<file path="config.mk">
export PLATFORM = sky130hd
export DESIGN_NAME = scan_sequencer
export DESIGN_NICKNAME = d
export VERILOG_FILES = /design/src/rtl/scan_sequencer.sv
export SDC_FILE = /design/constraint.sdc
export NUM_CORES = 1
export LEC_CHECK = 0
export CORE_MARGIN = 2
export CORE_UTILIZATION = 55
export CTS_CLUSTER_DIAMETER = 40
export DETAILED_ROUTE_END_ITERATION = 10
export MAX_ROUTING_LAYER = met4
export PLACE_DENSITY = 0.91
export REMOVE_ABC_BUFFERS = 1
export SETUP_SLACK_MARGIN = 0.4
export SYNTH_ARGS = -nofsm -noshare
export SYNTH_HDL_FRONTEND = slang
export SYNTH_SLANG_ARGS = --single-unit
</file>
<file path="constraint.sdc">
create_clock -name clk -period 3.11 [get_ports clk]
set_input_delay 0.933 -clock clk [delete_from_list [all_inputs] [get_ports clk]]
set_output_delay 0.933 -clock clk [all_outputs]
set_load 0.05 [all_outputs]
</file>
<file path="src/rtl/scan_sequencer.sv">
// scan_sequencer: walks enabled channels of an 8-bit mask in ascending order, holding each for dwell+1 cycles
//   clk, rst        : clock, synchronous active-high reset
//   start, stop     : begin a sweep from IDLE / abort from any state (stop wins)
//   loop            : restart the sweep at its end instead of returning to IDLE
//   en_mask, dwell  : channel enables and per-channel hold (cycles minus 1), latched at start
//   sel, sel_valid  : current channel index and its qualifier
//   busy            : sweep in progress
//   sweep_done      : one-cycle pulse at normal sweep end
//   start_err       : one-cycle pulse for a start with an empty mask
module scan_sequencer #(
    parameter int DWELL_W = 8
) (
    input  logic               clk,
    input  logic               rst,
    input  logic               start,
    input  logic               stop,
    input  logic               loop,
    input  logic [7:0]         en_mask,
    input  logic [DWELL_W-1:0] dwell,
    output logic [2:0]         sel,
    output logic               sel_valid,
    output logic               busy,
    output logic               sweep_done,
    output logic               start_err
);
    typedef enum logic [1:0] {IDLE, SEEK, DWELL} state_t;
    state_t             state_q;
    logic [7:0]         mask_q;
    logic [DWELL_W-1:0] dwell_q;
    logic [DWELL_W-1:0] cnt_q;
    logic [3:0]         ptr_q;
    logic [2:0]         sel_q;
    logic               sel_valid_q;
    logic               busy_q;
    logic               sweep_done_q;
    logic               start_err_q;
    logic               found;
    logic [2:0]         idx;
    // descending scan so the lowest enabled channel at or above ptr wins
    always_comb begin
        found = 1'b0;
        idx   = 3'd0;
        for (int i = 7; i >= 0; i--) begin
            if (mask_q[i] && 4'(i) >= ptr_q) begin
                found = 1'b1;
                idx   = 3'(i);
            end
        end
    end
    always_ff @(posedge clk) begin
        if (rst) begin
            state_q      <= IDLE;
            mask_q       <= '0;
            dwell_q      <= '0;
            cnt_q        <= '0;
            ptr_q        <= '0;
            sel_q        <= '0;
            sel_valid_q  <= 1'b0;
            busy_q       <= 1'b0;
            sweep_done_q <= 1'b0;
            start_err_q  <= 1'b0;
        end else begin
            sweep_done_q <= 1'b0;
            start_err_q  <= 1'b0;
            if (stop) begin
                state_q     <= IDLE;
                sel_valid_q <= 1'b0;
                busy_q      <= 1'b0;
            end else begin
                case (state_q)
                    IDLE: begin
                        if (start && |en_mask) begin
                            mask_q  <= en_mask;
                            dwell_q <= dwell;
                            ptr_q   <= 4'd0;
                            busy_q  <= 1'b1;
                            state_q <= SEEK;
                        end else if (start) begin
                            start_err_q <= 1'b1;
                        end
                    end
                    SEEK: begin
                        if (found) begin
                            sel_q       <= idx;
                            sel_valid_q <= 1'b1;
                            cnt_q       <= dwell_q;
                            state_q     <= DWELL;
                        end else begin
                            sweep_done_q <= 1'b1;
                            if (loop) begin
                                ptr_q <= 4'd0;
                            end else begin
                                busy_q  <= 1'b0;
                                state_q <= IDLE;
                            end
                        end
                    end
                    DWELL: begin
                        if (cnt_q != '0) begin
                            cnt_q <= cnt_q - 1'b1;
                        end else begin
                            sel_valid_q <= 1'b0;
                            // 4-bit add so channel 7 advances to the past-the-end value 8
                            ptr_q       <= {1'b0, sel_q} + 4'd1;
                            state_q     <= SEEK;
                        end
                    end
                    default: state_q <= IDLE;
                endcase
            end
        end
    end
    assign sel        = sel_q;
    assign sel_valid  = sel_valid_q;
    assign busy       = busy_q;
    assign sweep_done = sweep_done_q;
    assign start_err  = start_err_q;
endmodule
</file>
==> impl_metrics.py <==
metrics = {
    "logic_synthesis": {
        "ys_seq_area_share_pct": 39.2,
        "syn_inst": 221,
        "synthTopCellsByArea": "dfxtp_1 39%, mux2i_1 11%, nor2_1 6.5%",
        "syn-mean-instance-area_sq_um": 8.56,
        "yosysWarnings": 0,
        "synth_edf_count": 0,
        "synth.distinct_cells": 49,
        "syn_area_sq_um": 1890,
        "yosysTopAreaCell": "dfxtp_1",
        "synth_top_cell_area_share_pct": 39.2,
        "async_flop_share_pct": 0,
        "synth-main-ff-cell": "dfxtp_1",
        "synth_seq_cells": 37,
    },
    "global_route": {
        "grt_overflow": 0,
        "grt_pass1_wl_um": 6760,
        "track_usage_pct": 21.8,
        "grt_pass1_vias": 1534,
        "antenna_found_initial": 0,
        "grt_max_degree": 17,
    },
    "clocking": {
        "cts_buffers": 5,
        "post_cts_buffers": 0,
        "hold_buffers": 0,
        "cts-root-buf": "clkbuf_4",
        "path_clk_slew_ps": 100,
        "clock_latency_ps": 340,
        "h-tree-depth": 2,
        "clkSinkCount": 37,
        "cts_tree": "built",
        "cts_resized": 0,
        "clk_path_buf_depth": 2,
    },
    "route": {
        "vias": 1652,
        "totalWireLength_um": 3870,
        "wl_met2_um": 1820,
        "viasPerCell": 5.56,
        "firstDrtPassIters": 4,
        "drc": 0,
        "drt-met1-wl_um": 1850,
        "drt.antenna.violating_nets": 0,
        "met3_length_um": 153,
        "drt_iter0_drc": 94,
        "top_layer_used": "met4",
        "wl_per_cell_um": 13.0,
    },
    "floorplan": {
        "die-area_sq_um": 3930,
        "start_util_pct": 57.1,
        "core-area_sq_um": 3310,
        "io_pins": 28,
        "die-height_um": 62.7,
        "rows": 21,
        "die_w_um": 62.7,
    },
    "worst_setup_path": {
        "endpoint_kind": "output pin",
        "cp.depth": 1,
        "required_ps": 2180,
        "crit_fanout": 5,
        "cp-start-kind": "flop",
        "cp_num_buf_inv": 1,
        "critPathTopFamily": "buffers and inverters",
        "crit_arrival_ps": 1570,
        "critPathMaxStageDelay_ps": 830,
        "r2r_start": "ptr_q[1]",
        "cp_slowest_cell": "clkdlybuf4s50_1",
        "crit_start": "sel[0]",
        "r2r_cells": 6,
        "worstReg2RegEnd": "ptr_q[0]",
        "critPathCapture": "sel[0]",
        "critPathKind": "flop to output pin",
        "reg2reg_slack_ps": 750,
        "crit_path_cell_trace": "clkdlybuf4s50_1",
    },
    "finish": {
        "postLayoutCoreUtil_pct": 68.4,
        "ff_latch_area_sq_um": 741,
        "fin_nets": 274,
        "finalInstanceArea_sq_um": 2270,
        "syn_to_final_growth_pct": 19.8,
        "multi_input_area_sq_um": 1080,
        "drive_gt1_share_pct": 9.16,
        "fin_cells": 297,
        "antenna_cells": 0,
        "fillers": 277,
    },
    "timing": {
        "setup_tns_ps": 0,
        "period_share_pct": 80.6,
        "slew_violations": 0,
        "slew_headroom_pct": 61.2,
        "period_needed_ps": 2510,
        "worst_pin_slew_ps": 582,
        "finalSetupViolCount": 0,
        "holdWs_ps": 480,
        "fmax_mhz": 399,
        "finalHoldViolations": 0,
        "finalWorstSetupSlack_ps": 603,
        "rsz0062_at_grt": "false",
        "finClkSkew_ps": 9.86,
    },
    "flow_run": {
        "drv_cap": 0,
    },
    "placement": {
        "place_inst": 289,
        "port_buffers": 27,
        "dp_hpwl_um": 2850,
        "placed_area_sq_um": 2220,
        "pre_cts_slack_ps": 375,
        "gp_congestion": 0.884,
    },
    "pwr": {
        "power_uw": 879,
        "p_leak_nw": 0.826,
        "power_density_nw_per_um2": 388,
        "ir_worst_vdd_v": 0.000291,
    },
    "worst_hold_path": {
        "min_path_type": "flop to flop",
    },
    "outcome": {
        "status": "complete, no violations",
    },
}
## sequential cells by signal, summed over array words and instances, names as in the netlist
register	cells
cnt_q	8
dwell_q	8
mask_q	8
ptr_q	4
sel	3
state_q	2
busy	1
sel_valid	1
start_err	1
sweep_done	1
## per-layer routing
layer | global-route usage, % | up-vias
met5 | - | -
met4 | 6.67 | 0
met2 | 34.7 | 37
met1 | 28.4 | 770
met3 | 3.78 | 5
li1 | - | 840
## worst min-delay path by stage
stage / startpoint / endpoint / slack, ps / cells after the start
floorplan: cnt_q[5] / cnt_q[5] / 440 / 2
global placement: cnt_q[5] / cnt_q[5] / 460 / 2
detailed placement: cnt_q[5] / cnt_q[5] / 470 / 2
CTS: cnt_q[5] / cnt_q[5] / 490 / 2
global route: cnt_q[5] / cnt_q[5] / 510 / 2
finish: cnt_q[5] / cnt_q[5] / 480 / 2
## cells by family (layout without fill, tap and decap cells)
group,count (synthesis),count (layout),share of synthesized area (%)
simple gates,90,90,24.2
compound gates,51,51,18.2
flops,37,37,39.2
mux,21,21,11.4
buf+inv,17,47,4.17
fa+ha+maj,3,3,1.98
xor+xnor,2,2,0.926
## placed cells by master, fill, tap and decap left out, types with 2 or more instances in the layout
master	instances
o31ai_1	2
nor3_1	6
clkdlybuf4s50_1	27
inv_1	6
dfxtp_1	37
nor2_1	33
or2_2	2
a21oi_1	16
clkbuf_4	5
a211o_1	2
nor2b_1	5
a211oi_1	3
nand3_1	5
or3_1	2
o21ai_1	3
nor4_1	2
buf_4	6
o21ai_0	7
a21o_1	2
ha_1	3
a21boi_0	5
clkbuf_1	3
nand2_1	17
nand2b_1	7
mux2i_1	20
## cell type report
type	instances	share of cell area [%]
multi-input cells	167	47.7
flip-flops and latches	37	32.7
repair buffers	33	13.9
well taps	46	2.54
clock buffers	8	2.15
inverters	6	0.994
## report_power, final
part           internal, mW  switching [mW]
clock                0.0902           0.148
combinational        0.0692          0.0715
sequential            0.488          0.0119
## Yosys cell counts, drive strengths merged (2+ instances only)
master,count
a211o,2
a211oi,3
a21boi,5
a21o,2
a21oi,16
buf,5
clkbuf,6
dfxtp,37
ha,3
inv,6
mux2i,20
nand2,18
nand2b,7
nand3,5
nor2,33
nor2b,5
nor3,6
nor3b,2
nor4,4
o21ai,12
o31ai,2
o32ai,2
or2,2
or3,2
## tightest hold or removal path, stage by stage (launching register included)
cell and delay [ps]:
dfxtp_1 320, o21ai_0 60, a21oi_1 60
Note: power is estimated with default switching activity, not from simulation.
